===== src/rtl/reg_xfer_ctrl.sv =====
// reg_xfer_ctrl
// Moves one register's contents into another over a shared bus on behalf of
// two requesters. A transfer enables the source register onto the bus (e),
// pulses the destination's level-sensitive set input (s) while the source is
// still driving, keeps the source driving for one more cycle, then
// acknowledges the requester. Arbitration between the two requesters is
// round-robin.
//
// Ports
//   clk                 single clock, rising edge
//   reset_n             asynchronous active-low reset
//   req0_valid          transfer request from requester 0, held until req0_ack
//   req0_src, req0_dst  source/destination register index for requester 0
//   req1_valid          transfer request from requester 1, held until req1_ack
//   req1_src, req1_dst  source/destination register index for requester 1
//   req0_ack, req1_ack  one-cycle completion pulse to the granted requester
//   gpr_e               one-hot bus-enable to registers R0..R3
//   gpr_s               one-hot set to registers R0..R3
//   busy                high whenever a transfer is in progress
//
// Parameter
//   SET_CYCLES          number of cycles gpr_s stays high (1..15)
module reg_xfer_ctrl #(
  parameter int unsigned SET_CYCLES = 1
) (
  input  logic       clk,
  input  logic       reset_n,
  input  logic       req0_valid,
  input  logic [1:0] req0_src,
  input  logic [1:0] req0_dst,
  input  logic       req1_valid,
  input  logic [1:0] req1_src,
  input  logic [1:0] req1_dst,
  output logic       req0_ack,
  output logic       req1_ack,
  output logic [3:0] gpr_e,
  output logic [3:0] gpr_s,
  output logic       busy
);

  typedef enum logic [2:0] {
    IDLE,
    ENA,
    SET,
    HOLD,
    ACK
  } state_t;

  // The SET counter loads SET_CYCLES-1 and counts down to zero.
  localparam logic [3:0] SET_LAST = 4'(SET_CYCLES - 1);

  state_t     state_q, state_d;
  logic       grant_q, grant_d;   // 0: requester 0, 1: requester 1
  logic       prio_q, prio_d;     // 0: requester 0 wins a tie, 1: requester 1
  logic [1:0] src_q, src_d;
  logic [1:0] dst_q, dst_d;
  logic [3:0] cnt_q, cnt_d;
  logic [3:0] gpr_e_q, gpr_e_d;
  logic [3:0] gpr_s_q, gpr_s_d;
  logic       req0_ack_q, req0_ack_d;
  logic       req1_ack_q, req1_ack_d;
  logic       busy_q, busy_d;
  logic       pick1;

  // Next-state logic. The transfer parameters are captured only in IDLE, so
  // anything the requesters do with src/dst afterwards has no effect until the
  // transfer finishes. Every output is derived from the *next* state and next
  // captured values, so the output flops line up with the state they
  // describe while still having no combinational path from the inputs.
  always_comb begin
    state_d = state_q;
    grant_d = grant_q;
    prio_d  = prio_q;
    src_d   = src_q;
    dst_d   = dst_q;
    cnt_d   = cnt_q;
    pick1   = 1'b0;

    case (state_q)
      IDLE: begin
        if (req0_valid || req1_valid) begin
          // Requester 1 wins when it is alone, or when both ask and the
          // pointer says it is requester 1's turn.
          pick1   = req1_valid && (!req0_valid || prio_q);
          grant_d = pick1;
          src_d   = pick1 ? req1_src : req0_src;
          dst_d   = pick1 ? req1_dst : req0_dst;
          prio_d  = ~pick1;
          state_d = ENA;
        end
      end
      ENA: begin
        cnt_d   = SET_LAST;
        state_d = SET;
      end
      SET: begin
        if (cnt_q == 4'd0) begin
          state_d = HOLD;
        end else begin
          cnt_d = cnt_q - 4'd1;
        end
      end
      HOLD: begin
        state_d = ACK;
      end
      ACK: begin
        state_d = IDLE;
      end
      default: begin
        state_d = IDLE;
      end
    endcase

    gpr_e_d = 4'b0000;
    if (state_d == ENA || state_d == SET || state_d == HOLD) begin
      gpr_e_d = 4'b0001 << src_d;
    end

    // A register copied onto itself is never set; the timing is unchanged.
    gpr_s_d = 4'b0000;
    if (state_d == SET && src_d != dst_d) begin
      gpr_s_d = 4'b0001 << dst_d;
    end

    req0_ack_d = (state_d == ACK) && !grant_d;
    req1_ack_d = (state_d == ACK) && grant_d;
    busy_d     = (state_d != IDLE);
  end

  // Single state register for the controller and its registered outputs.
  always_ff @(posedge clk or negedge reset_n) begin
    if (!reset_n) begin
      state_q    <= IDLE;
      grant_q    <= 1'b0;
      prio_q     <= 1'b0;
      src_q      <= 2'd0;
      dst_q      <= 2'd0;
      cnt_q      <= 4'd0;
      gpr_e_q    <= 4'b0000;
      gpr_s_q    <= 4'b0000;
      req0_ack_q <= 1'b0;
      req1_ack_q <= 1'b0;
      busy_q     <= 1'b0;
    end else begin
      state_q    <= state_d;
      grant_q    <= grant_d;
      prio_q     <= prio_d;
      src_q      <= src_d;
      dst_q      <= dst_d;
      cnt_q      <= cnt_d;
      gpr_e_q    <= gpr_e_d;
      gpr_s_q    <= gpr_s_d;
      req0_ack_q <= req0_ack_d;
      req1_ack_q <= req1_ack_d;
      busy_q     <= busy_d;
    end
  end

  assign gpr_e    = gpr_e_q;
  assign gpr_s    = gpr_s_q;
  assign req0_ack = req0_ack_q;
  assign req1_ack = req1_ack_q;
  assign busy     = busy_q;

endmodule

===== config.mk =====
export PLATFORM = sky130hd
export DESIGN_NAME = reg_xfer_ctrl
export DESIGN_NICKNAME = d
export VERILOG_FILES = /design/src/rtl/reg_xfer_ctrl.sv
export SDC_FILE = /design/constraint.sdc
export NUM_CORES = 1
export LEC_CHECK = 0
export ABC_CLOCK_PERIOD_IN_PS = 4850
export CAP_MARGIN = 20
export CORE_MARGIN = 2
export CORE_UTILIZATION = 56
export CTS_BUF_LIST = sky130_fd_sc_hd__clkbuf_2
export CTS_CLUSTER_DIAMETER = 120
export DETAILED_ROUTE_END_ITERATION = 6
export PLACE_DENSITY = 0.84
export SYNTH_ARGS = -nofsm -noshare
export SYNTH_HDL_FRONTEND = slang
export SYNTH_SLANG_ARGS = --single-unit

===== constraint.sdc =====
create_clock -name clk -period 4.85 [get_ports clk]
set_input_delay 0.485 -clock clk [delete_from_list [all_inputs] [get_ports clk]]
set_output_delay 0.485 -clock clk [all_outputs]
set_load 0.02 [all_outputs]

==> impl_metrics.csv, run 1 <==
group,metric,value,unit
placement,dp_worst_setup_slack,2685,ps
clocking,cts_sinks,24,
drt,drt-vias-per-instance,5.689,
clocking,hold_buffers,0,
clocking,root_buffer,"sky130_fd_sc_hd__clkbuf_2",
drt,routed_length_per_instance,13.89,µm
worst_setup_path,setup.worst_path.class,"register to register",
floorplanning,fp-row-count,16,
placement,gp_congestion,0.8088,
global_routing,grt_first_pass_wirelength,3.836,mm
sta,period_needed,1913,ps
global_routing,initial_antenna_violation_count,0,
clocking,cts_resized,0,
run_status,run_status,"finished, final reports clean",
worst_setup_path,worstSetupStartpoint,"cnt_q[0]",
yosys,syn_inst,116,
sta,worst_slew_margin_rel,39.29,%
worst_setup_path,worst-endpoint-arrival,2190,ps
drt,dr_total_vias,933,
power_and_ir_drop,p_per_area,530.3,nW/µm²
sta,fin_ws,2937,ps
clocking,clkTransAtPathRegs,210,ps
placement,dp.final_hpwl,1.652,mm
drt,detail-route-antenna-nets,0,
drt,drt_iter0_drc,10,
layout,areaGrowthSynthToFinish,22.54,%
global_routing,grt_pass1_vias,904,
power_and_ir_drop,p_total,0.7431,mW
sta,fmaxAchievable,522.7,MHz
global_routing,grt_overflow,0,
power_and_ir_drop,share_comb_of_total_power,43.4,%
floorplanning,initial_utilization,58.89,%
layout,final_layout_size_suffix_gt1_share,3.650,%
layout,final_core_util,72.16,%
yosys,synth.cell_area,1144,µm²
worst_setup_path,cp_data_required_time,5130,ps
drt,firstDrtPassIters,4,
worst_setup_path,crit_path_cell_trace,"inv_1, ha_1, nor3b_1, o21a_1, or3b_1, a311oi_1",
drt,totalWireLength,2.278,mm
power_and_ir_drop,power.internal,0.4280,mW
flow_run,drv_cap,0,
worst_setup_path,worst_setup_path_start_kind,"register",
sta,final_hold_viol_count,0,
floorplanning,die_h,49.19,µm
floorplanning,ioPinCount,23,
global_routing,grt_start_max_net_pins,25,
sta,finalSetupViolCount,0,
clocking,clock_buffer_depth,2,
worst_setup_path,crit_path_top_delay_cell,"sky130_fd_sc_hd__dfrtp_1",
worst_setup_path,critical-path-top-delay-family,"simple AND/OR/NAND/NOR gates",
yosys,part_of_the_yosys_area_used_for_sequential_elements,52.52,%
global_routing,grt_overall_usage,21.29,%
worst_setup_path,critical_path_buf_inv_count,1,
sta,final.period_utilization,39.45,%
clocking,ctsHtreeMaxLevel,1,
hold_path,worst_hold_path_type,"input port to async pin",
power_and_ir_drop,sequentialPowerShare,46.2,%
layout,fin_nets,151,
power_and_ir_drop,netSwitchingPower,0.3151,mW
worst_setup_path,rr_startpoint,"cnt_q[0]",
floorplanning,core,1942,µm²
sta,final.hold.worst_slack,406.1,ps
yosys,mappedNetlistNets,129,
clocking,tritoncts_clock_tree,"done",
worst_setup_path,rrSetupSlack,2940,ps
power_and_ir_drop,worst_ir_drop_vdd,0.3963,mV
yosys,syn_area_per_cell,9.859,µm²
clocking,post-cts-setup-buffer-count,0,
power_and_ir_drop,pwr-share-clk,10.5,%
sta,final_tns_setup,0,ps
clocking,cts_made_buffers,3,
yosys,synth.distinct_cells,37,
layout,insertedDiodeCount,0,
yosys,synth_warnings,0,
worst_setup_path,stage_delay_of_the_slowest_cell_on_the_critical_path,470,ps
floorplanning,width_of_the_chip,49.19,µm
sta,worst_clock_skew,1.009,ps
worst_setup_path,worst_setup_path_end_kind,"register",
sta,tightest_slew,904.6,ps
yosys,synth-seq-cells,24,
power_and_ir_drop,p_leak,0.6059,nW
power_and_ir_drop,p_sw_share,42.40,%
sta,timing.final.max_slew_violations,0,
floorplanning,design.die.area,2420,µm²
sta,setup_repair_after_global_routing_missed_its_margin,"no",
worst_setup_path,critical_path_fanout_max,5,
layout,num-fill-cells,160,
placement,buffer_ports.inserted,22,
clocking,clock_insertion_delay_worst_skew,350,ps
drt,drc_errors,0,
==> power groups by stage <==
| stage | clock network, mW | registers [mW] | logic [mW] |
|---|---|---|---|
| 6_report | 0.0779 | 0.343 | 0.322 |
| 5_1_grt | 0.0897 | 0.357 | 0.356 |
| 4_1_cts | 0.0797 | 0.342 | 0.321 |
| 3_5_place_dp | 0 | 0.347 | 0.320 |
| 3_3_place_gp | 0 | 0.344 | 0.311 |
| 2_1_floorplan | 0 | 0.342 | 0.215 |
==> cells by family (layout without fill, tap and decap cells) <==
family / count (synthesis) / count (layout) / share of synthesized area [%]
simple gates: 39 / 39 / 17.62
compound gates: 36 / 36 / 21.77
flops: 24 / 24 / 52.52
buf+inv: 14 / 35 / 5.251
mux: 2 / 2 / 1.751
fa+ha+maj: 1 / 1 / 1.094
==> path summary, 6_finish.rpt <==
| check | to | cells after the start |
|---|---|---|
| worst min register to register | req0_ack | 1 |
| max in group asynchronous | src_q[0] | 2 |
| worst max-delay path | gpr_s[3] | 6 |
| worst min-delay path | cnt_q[0] | 1 |
| worst max register to register | gpr_s[3] | 6 |
| min in group clk | req0_ack | 1 |
==> synthesized netlist by cell type <==
cell type,count,share of area (%)
sky130_fd_sc_hd__o21bai_1,1,0.66
sky130_fd_sc_hd__o31ai_1,1,0.66
sky130_fd_sc_hd__o311a_1,2,1.8
sky130_fd_sc_hd__o2bb2ai_1,1,0.77
sky130_fd_sc_hd__nor3b_1,1,0.66
sky130_fd_sc_hd__nor2b_1,1,0.55
sky130_fd_sc_hd__a32o_1,2,1.8
sky130_fd_sc_hd__a221oi_1,1,0.77
sky130_fd_sc_hd__a311oi_1,2,1.5
sky130_fd_sc_hd__nand3_1,6,2.6
sky130_fd_sc_hd__nand2_1,10,3.3
sky130_fd_sc_hd__nor3_2,1,0.88
sky130_fd_sc_hd__o21a_1,2,1.3
sky130_fd_sc_hd__clkbuf_1,4,1.3
sky130_fd_sc_hd__nand2b_1,6,3.3
sky130_fd_sc_hd__o41ai_1,2,1.5
sky130_fd_sc_hd__a21boi_1,1,0.66
sky130_fd_sc_hd__a21oi_1,8,3.5
sky130_fd_sc_hd__dfrtp_1,24,53
sky130_fd_sc_hd__and2_1,2,1.1
sky130_fd_sc_hd__o22ai_1,1,0.55
sky130_fd_sc_hd__a31oi_1,2,1.1
sky130_fd_sc_hd__o21ai_1,3,1.3
sky130_fd_sc_hd__nor2_1,5,1.6
sky130_fd_sc_hd__mux2i_1,2,1.8
sky130_fd_sc_hd__and3_1,1,0.55
sky130_fd_sc_hd__ha_1,1,1.1
sky130_fd_sc_hd__buf_6,1,0.98
sky130_fd_sc_hd__a22o_1,1,0.77
sky130_fd_sc_hd__a211oi_1,1,0.66
sky130_fd_sc_hd__nor4_1,1,0.55
sky130_fd_sc_hd__o32ai_1,1,0.77
sky130_fd_sc_hd__buf_1,1,0.33
sky130_fd_sc_hd__o21ai_0,4,1.8
sky130_fd_sc_hd__inv_1,8,2.6
sky130_fd_sc_hd__nor3_1,4,1.8
sky130_fd_sc_hd__or3b_1,1,0.77
==> state kept, by name, indices dropped and copies added (netlist names) <==
| register | count |
|---|---|
| gpr_e | 4 |
| src_q | 2 |
| gpr_s | 4 |
| cnt_q | 4 |
| req0_ack | 1 |
| grant_q | 1 |
| req1_ack | 1 |
| busy | 1 |
| prio_q | 1 |
| dst_q | 2 |
| state_q | 3 |
==> routing by layer <==
metal	global-route usage [%]	up-vias	wire length (µm)	share of wire (%)
met4	12.38	0	57	2.5
li1	-	462	-	-
met1	25.93	443	1005	44
met5	0	-	0	0
met2	35.81	23	1135	50
met3	3.067	5	80	3.5
==> area by class of cell <==
cell class              instances  area, µm²  area share [%]
clock buffers                   3      15.01           1.071
flip-flops and latches         24      600.6           42.86
repair buffers                 23      235.2           16.79
clock inverters                 1      3.754          0.2679
inverters                       8      30.03           2.143
multi-input cells              78      483.0           34.46
well taps                      27      33.78           2.411
==> per-stage QoR <==
step           cell area [µm²]  std cells
3_3_place_gp              1368        159
3_5_place_dp              1368        159
4_1_cts                   1386        163
5_1_grt                   1401        164
2_1_floorplan             1144        116
6_report                  1401        164
==> layout by cell type (no fill, tap or decap), types with 2 or more instances in the layout <==
cell type / count
sky130_fd_sc_hd__a31oi_1: 2
sky130_fd_sc_hd__dfrtp_1: 24
sky130_fd_sc_hd__o21ai_1: 3
sky130_fd_sc_hd__nor2_1: 5
sky130_fd_sc_hd__o311a_1: 2
sky130_fd_sc_hd__clkbuf_2: 3
sky130_fd_sc_hd__a32o_1: 2
sky130_fd_sc_hd__nand3_1: 6
sky130_fd_sc_hd__clkdlybuf4s50_1: 22
sky130_fd_sc_hd__a21oi_1: 8
sky130_fd_sc_hd__inv_1: 8
sky130_fd_sc_hd__mux2i_1: 2
sky130_fd_sc_hd__nand2_1: 10
sky130_fd_sc_hd__nand2b_1: 6
sky130_fd_sc_hd__a311oi_1: 2
sky130_fd_sc_hd__nor3_1: 4
sky130_fd_sc_hd__o41ai_1: 2
sky130_fd_sc_hd__and2_1: 2
sky130_fd_sc_hd__o21a_1: 2
sky130_fd_sc_hd__o21ai_0: 4
Power figures use the tool's default switching activity.
==> inputs of run 2 (changes only) <==
Settings changed: ABC_CLOCK_PERIOD_IN_PS 4850 to 1600, CORE_UTILIZATION 56 to 47, PLACE_DENSITY 0.84 to 0.75.
Clock period 4.85 ns to 1.6 ns, I/O delays scaled along.
==> impl_metrics.csv, run 2 (synthesis gave the netlist of run 1 again) <==
group,metric,value,unit
floorplanning,width_of_the_chip,53.33,µm
sta,tightest_slew,450.2,ps
power_and_ir_drop,p_leak,0.6609,nW
power_and_ir_drop,p_sw_share,41.40,%
placement,dp.final_hpwl,1.738,mm
worst_setup_path,worst-endpoint-arrival,1890,ps
drt,totalWireLength,2.262,mm
floorplanning,initial_utilization,50.72,%
power_and_ir_drop,worst_ir_drop_vdd,0.9937,mV
clocking,clock_buffer_depth,2,
sta,final_hold_viol_count,0,
floorplanning,core,2255,µm²
sta,setup_repair_after_global_routing_missed_its_margin,"yes",
worst_setup_path,worst_setup_path_end_kind,"register",
global_routing,grt_first_pass_wirelength,3.808,mm
clocking,clock_insertion_delay_worst_skew,330,ps
worst_setup_path,cp_data_required_time,1850,ps
hold_path,worst_hold_path_type,"input port to async pin",
flow_run,drv_cap,0,
clocking,cts_made_buffers,3,
layout,most-common-layout-cells,"sky130_fd_sc_hd__dfrtp_1, sky130_fd_sc_hd__clkdlybuf4s50_1, sky130_fd_sc_hd__buf_4",
floorplanning,die_h,53.33,µm
power_and_ir_drop,p_total,2.342,mW
sta,fmaxAchievable,611.3,MHz
global_routing,grt_overall_usage,18.53,%
floorplanning,ioPinCount,23,
sta,fin_ws,-35.92,ps
worst_setup_path,setup.worst_path.class,"register to register",
layout,fin_cells,174,
layout,insertedDiodeCount,0,
run_status,run_status,"finished, violations left",
layout,areaGrowthSynthToFinish,30.85,%
drt,routed_length_per_instance,13.00,µm
power_and_ir_drop,netSwitchingPower,0.9694,mW
sta,timing.final.max_slew_violations,0,
worst_setup_path,critical_path_fanout_max,2,
power_and_ir_drop,share_comb_of_total_power,49.4,%
sta,worst_clock_skew,8.804,ps
clocking,tritoncts_clock_tree,"done",
drt,dr_total_vias,990,
floorplanning,design.die.area,2844,µm²
layout,final_common_cell,"sky130_fd_sc_hd__dfrtp_1",
placement,buffer_ports.inserted,22,
layout,final_layout_size_suffix_gt1_share,14.38,%
sta,final_tns_setup,-50.79,ps
drt,detail-route-antenna-nets,0,
clocking,cts_sinks,24,
drt,drt_iter0_drc,10,
placement,gp_congestion,0.8106,
sta,final.hold.worst_slack,143.9,ps
placement,dpl_cell_area,1450,µm²
drt,drc_errors,0,
global_routing,grt_start_max_net_pins,25,
drt,firstDrtPassIters,4,
layout,final_area,1496,µm²
power_and_ir_drop,p_per_area,1565,nW/µm²
sta,finalSetupViolCount,2,
global_routing,initial_antenna_violation_count,0,
global_routing,grt_overflow,0,
power_and_ir_drop,sequentialPowerShare,41.5,%
placement,number_of_placed_instances_taps_included,169,
clocking,hold_buffers,0,
layout,fin_nets,161,
sta,final.period_utilization,102.2,%
drt,drt-vias-per-instance,5.690,
worst_setup_path,worstSetupStartpoint,"cnt_q[1]",
clocking,ctsHtreeMaxLevel,1,
global_routing,grt_pass1_vias,917,
worst_setup_path,worst_setup_path_start_kind,"register",
power_and_ir_drop,pwr-share-clk,9.2,%
run_status,violations,"negative setup slack",
power_and_ir_drop,power.internal,1.372,mW
sta,period_needed,1636,ps
worst_setup_path,rr_startpoint,"cnt_q[1]",
sta,worst_slew_margin_rel,69.80,%
clocking,clkTransAtPathRegs,200,ps
floorplanning,fp-row-count,17,
clocking,root_buffer,"sky130_fd_sc_hd__clkbuf_2",
[run 2: changes by cell type in the layout (fill, tap and decap cells not counted), sizes merged]
cell	delta
buf	+10
clkinv	-1
[run 2: power groups by stage]
stage / clock, mW / combinational [mW] / sequential, mW
after global routing: 0.248 / 1.27 / 0.996
final: 0.214 / 1.16 / 0.971
after detailed placement: 0 / 1.13 / 0.978
after CTS: 0.224 / 1.16 / 0.971
after global placement: 0 / 1.11 / 0.969
after floorplan: 0 / 0.651 / 1.04
[run 2: final cells by class]
class / count / area [µm²]
Tap cell: 28 / 35.03
Multi-Input combinational cell: 78 / 513.0
Clock buffer: 3 / 15.01
Sequential cell: 24 / 600.6
Timing Repair Buffer: 33 / 302.8
Fill cell: 196 / 758.2
Inverter: 8 / 30.03
[run 2: worst paths after layout]
path                            cells after the start        to  slack, ps
max in group asynchronous                           2  dst_q[0]       1230
worst max register to register                      6  gpr_s[1]        -40
worst min register to register                      1  req0_ack        500
min in group clk                                    3  dst_q[0]        450
worst max-delay path                                6  gpr_s[1]        -40
worst min-delay path                                2  src_q[1]        140
[run 2: metal layers]
| layer | GRT usage, % | up-vias | wire length (µm) |
|---|---|---|---|
| li1 | - | 479 | - |
| met1 | 23.34 | 477 | 1008 |
| met2 | 29.63 | 31 | 1110 |
| met3 | 6.215 | 3 | 130 |
| met4 | 5.983 | 0 | 12 |
| met5 | 0 | - | 0 |
[run 2: worst max-delay path, cell delays in order, from the launching register on]
cell and delay [ps]:
sky130_fd_sc_hd__dfrtp_1 390, sky130_fd_sc_hd__inv_1 50, sky130_fd_sc_hd__ha_2 180, sky130_fd_sc_hd__nor3b_4 150, sky130_fd_sc_hd__o21a_1 180, sky130_fd_sc_hd__or3b_4 410, sky130_fd_sc_hd__a311oi_2 200
[run 2: timing repair]
action,CTS,global route
pin swaps,4,1
endpoints found under the setup margin,2,5
hold endpoints to repair,0,0
setup buffers,1,1
resized for setup,3,1
cloned,0,0
[run 2: stage by stage]
step | util (%) | setup WS [ps]
3_3_place_gp | 64.32 | 51.58
4_1_cts | 65.98 | -65.39
2_1_floorplan | - | 14.58
3_5_place_dp | 64.32 | -36.97
5_1_grt | 66.37 | -97.39
6_report | 66.37 | -35.92
==> inputs of run 3 (changes only) <==
Settings changed: ABC_AREA set to 1, CORE_UTILIZATION 47 to 48, GPL_ROUTABILITY_DRIVEN set to 0, PLACE_DENSITY 0.75 to 0.76.
==> impl_metrics.csv, run 3 <==
group,metric,value,unit
drt,drt_iter0_drc,18,
worst_setup_path,setup.worst_path.class,"register to register",
layout,final_layout_size_suffix_gt1_share,20.32,%
worst_setup_path,r2r-end,"gpr_s[2]",
drt,totalWireLength,2.740,mm
floorplanning,design.die.area,2876,µm²
drt,highest_layer,"met4",
drt,drt-vias-per-instance,5.005,
drt,dr_total_vias,1076,
sta,period_needed,1517,ps
worst_setup_path,worst_setup_path_start_kind,"register",
drt,route.met2.wl,1.460,mm
yosys,ys_dominant_reg_cell,"sky130_fd_sc_hd__dfrtp_1",
run_status,run_status,"finished, final reports clean",
floorplanning,core,2276,µm²
global_routing,grt_first_pass_wirelength,4.588,mm
placement,dp.final_hpwl,1.916,mm
yosys,synth.top_cells.by_area,"sky130_fd_sc_hd__dfrtp_1, sky130_fd_sc_hd__nand2_1, sky130_fd_sc_hd__inv_1",
clocking,cts_sinks,24,
placement,buffer_ports.inserted,22,
worst_setup_path,rr_startpoint,"state_q[0]",
drt,firstDrtPassIters,4,
worst_setup_path,worst_setup_path_end_kind,"register",
yosys,synth-async-reset-ratio,100.0,%
sta,worst_slew_margin_rel,73.48,%
yosys,synth.cells.most_frequent,"sky130_fd_sc_hd__nand2_1, sky130_fd_sc_hd__dfrtp_1, sky130_fd_sc_hd__inv_1",
sta,tightest_slew,394.8,ps
global_routing,grt_pass1_vias,1062,
global_routing,grt_start_max_net_pins,25,
hold_path,worst_hold_path_type,"input port to async pin",
yosys,netlist.area_leader.share,50.79,%
sta,fmaxAchievable,659.3,MHz
worst_setup_path,worst-endpoint-arrival,1790,ps
clocking,clkTransAtPathRegs,230,ps
layout,fin_nets,201,
clocking,tritoncts_clock_tree,"done",
yosys,yosysMostFrequentCell,"sky130_fd_sc_hd__nand2_1",
yosys,syn_area_per_cell,8.099,µm²
yosys,synth.distinct_cells,20,
floorplanning,initial_utilization,51.95,%
layout,final_common_cell,"sky130_fd_sc_hd__nand2_1",
sta,finalSetupViolCount,0,
yosys,synth.cell_area,1182,µm²
clocking,clock_buffer_depth,2,
drt,routed_length_per_instance,12.74,µm
drt,met3WireLength,131,µm
layout,insertedDiodeCount,0,
clocking,hold_buffers,0,
yosys,part_of_the_yosys_area_used_for_sequential_elements,50.79,%
power_and_ir_drop,p_leak,0.8560,nW
yosys,mappedNetlistNets,159,
sta,timing.final.max_slew_violations,0,
yosys,yosysTopAreaCell,"sky130_fd_sc_hd__dfrtp_1",
power_and_ir_drop,p_per_area,1835,nW/µm²
floorplanning,width_of_the_chip,53.63,µm
flow_run,drv_cap,0,
global_routing,grt_overall_usage,22.76,%
yosys,syn_inst,146,
floorplanning,die_h,53.63,µm
floorplanning,ioPinCount,23,
worst_setup_path,critical_path_fanout_max,8,
yosys,synth-seq-cells,24,
layout,most-common-layout-cells,"sky130_fd_sc_hd__nand2_1, sky130_fd_sc_hd__dfrtp_1, sky130_fd_sc_hd__inv_1",
layout,final_area,1615,µm²
worst_setup_path,cp_data_required_time,1870,ps
sta,final.period_utilization,94.79,%
placement,number_of_placed_instances_taps_included,207,
floorplanning,fp-row-count,17,
drt,drc_errors,0,
power_and_ir_drop,p_total,2.964,mW
clocking,cts_made_buffers,3,
global_routing,grt_overflow,0,
yosys,synth_edf_count,0,
global_routing,initial_antenna_violation_count,0,
layout,areaGrowthSynthToFinish,36.61,%
placement,dpl_cell_area,1513,µm²
sta,final_hold_viol_count,0,
clocking,root_buffer,"sky130_fd_sc_hd__clkbuf_2",
clocking,clock_insertion_delay_worst_skew,340,ps
drt,wl_met1,1.103,mm
clocking,ctsHtreeMaxLevel,1,
worst_setup_path,rrSetupSlack,80,ps
sta,setup_repair_after_global_routing_missed_its_margin,"yes",
sta,worst_clock_skew,1.979,ps
drt,detail-route-antenna-nets,0,
worst_setup_path,ff2ff_path_depth,11,
layout,fin_cells,215,
yosys,synth_warnings,0,
power_and_ir_drop,worst_ir_drop_vdd,1.279,mV
-- run 3: power by group --
part	leakage (nW)	internal [mW]	switching [mW]
clock network	0.0266	0.215	0.186
registers	0.313	0.798	0.0831
logic	0.516	0.754	0.927
-- run 3: per-stage QoR --
step | utilization [%] | setup TNS (ps) | worst slack (ps) | hold WS (ps)
after CTS | 69.65 | 0 | 56.76 | 150.0
after floorplan | - | 0 | 270.8 | -135.6
final | 70.97 | 0 | 83.35 | 147.3
after global placement | 66.47 | -323.2 | -79.02 | 482.8
after detailed placement | 66.47 | -615.0 | -106.4 | 489.2
after global routing | 70.97 | -123.5 | -38.13 | 138.0
-- run 3: layer usage --
| metal | track usage (%) | vias up |
|---|---|---|
| met5 | 0 | - |
| met4 | 9.402 | 0 |
| met3 | 6.389 | 4 |
| met2 | 41.15 | 27 |
| met1 | 24.87 | 512 |
| li1 | - | 533 |
-- run 3: worst max-delay path by stage --
stage                    end        from  depth (start not counted)  slack, ps
finish              gpr_s[2]  state_q[0]                         11         80
global route        gpr_s[2]  state_q[0]                         11        -40
CTS                 gpr_s[2]  state_q[2]                         11         60
detailed placement  gpr_s[2]  req0_valid                         12       -110
global placement    gpr_s[1]  req1_valid                         11        -80
floorplan           gpr_s[0]  state_q[2]                         11        270
-- run 3: final cells by class --
type | instances | area [µm²]
clock buffer | 3 | 15.01
clock inverter | 1 | 30.03
fill | 184 | 660.6
inverter | 24 | 92.59
multi-input combinational | 96 | 481.7
sequential | 24 | 600.6
tap | 28 | 35.03
timing repair buffer | 39 | 360.3
-- run 3: cell families (layout without fill, tap and decap cells) --
logic type,Yosys count,count (layout),synth area share [%]
simple gates,85,85,33.97
buf+inv,26,67,9.523
flops,24,24,50.79
compound gates,10,10,4.657
fa+ha+maj,1,1,1.058
-- run 3: worst max-delay path: stages (launching register included) --
cell	delay [ps]
sky130_fd_sc_hd__dfrtp_1	450
sky130_fd_sc_hd__nor2_2	170
sky130_fd_sc_hd__nand2_2	80
sky130_fd_sc_hd__nor2_4	160
sky130_fd_sc_hd__buf_12	140
sky130_fd_sc_hd__nand3_1	80
sky130_fd_sc_hd__nand2_2	90
sky130_fd_sc_hd__nand2_1	50
sky130_fd_sc_hd__nand2_1	50
sky130_fd_sc_hd__nand2_1	50
sky130_fd_sc_hd__nand2_2	80
sky130_fd_sc_hd__nor2_1	50
-- run 3: what timing repair did --
action,4_1_cts,5_1_grt
setup endpoints to repair,4,10
resized for setup,0,6
pin swaps,1,1
buffers inserted,2,2
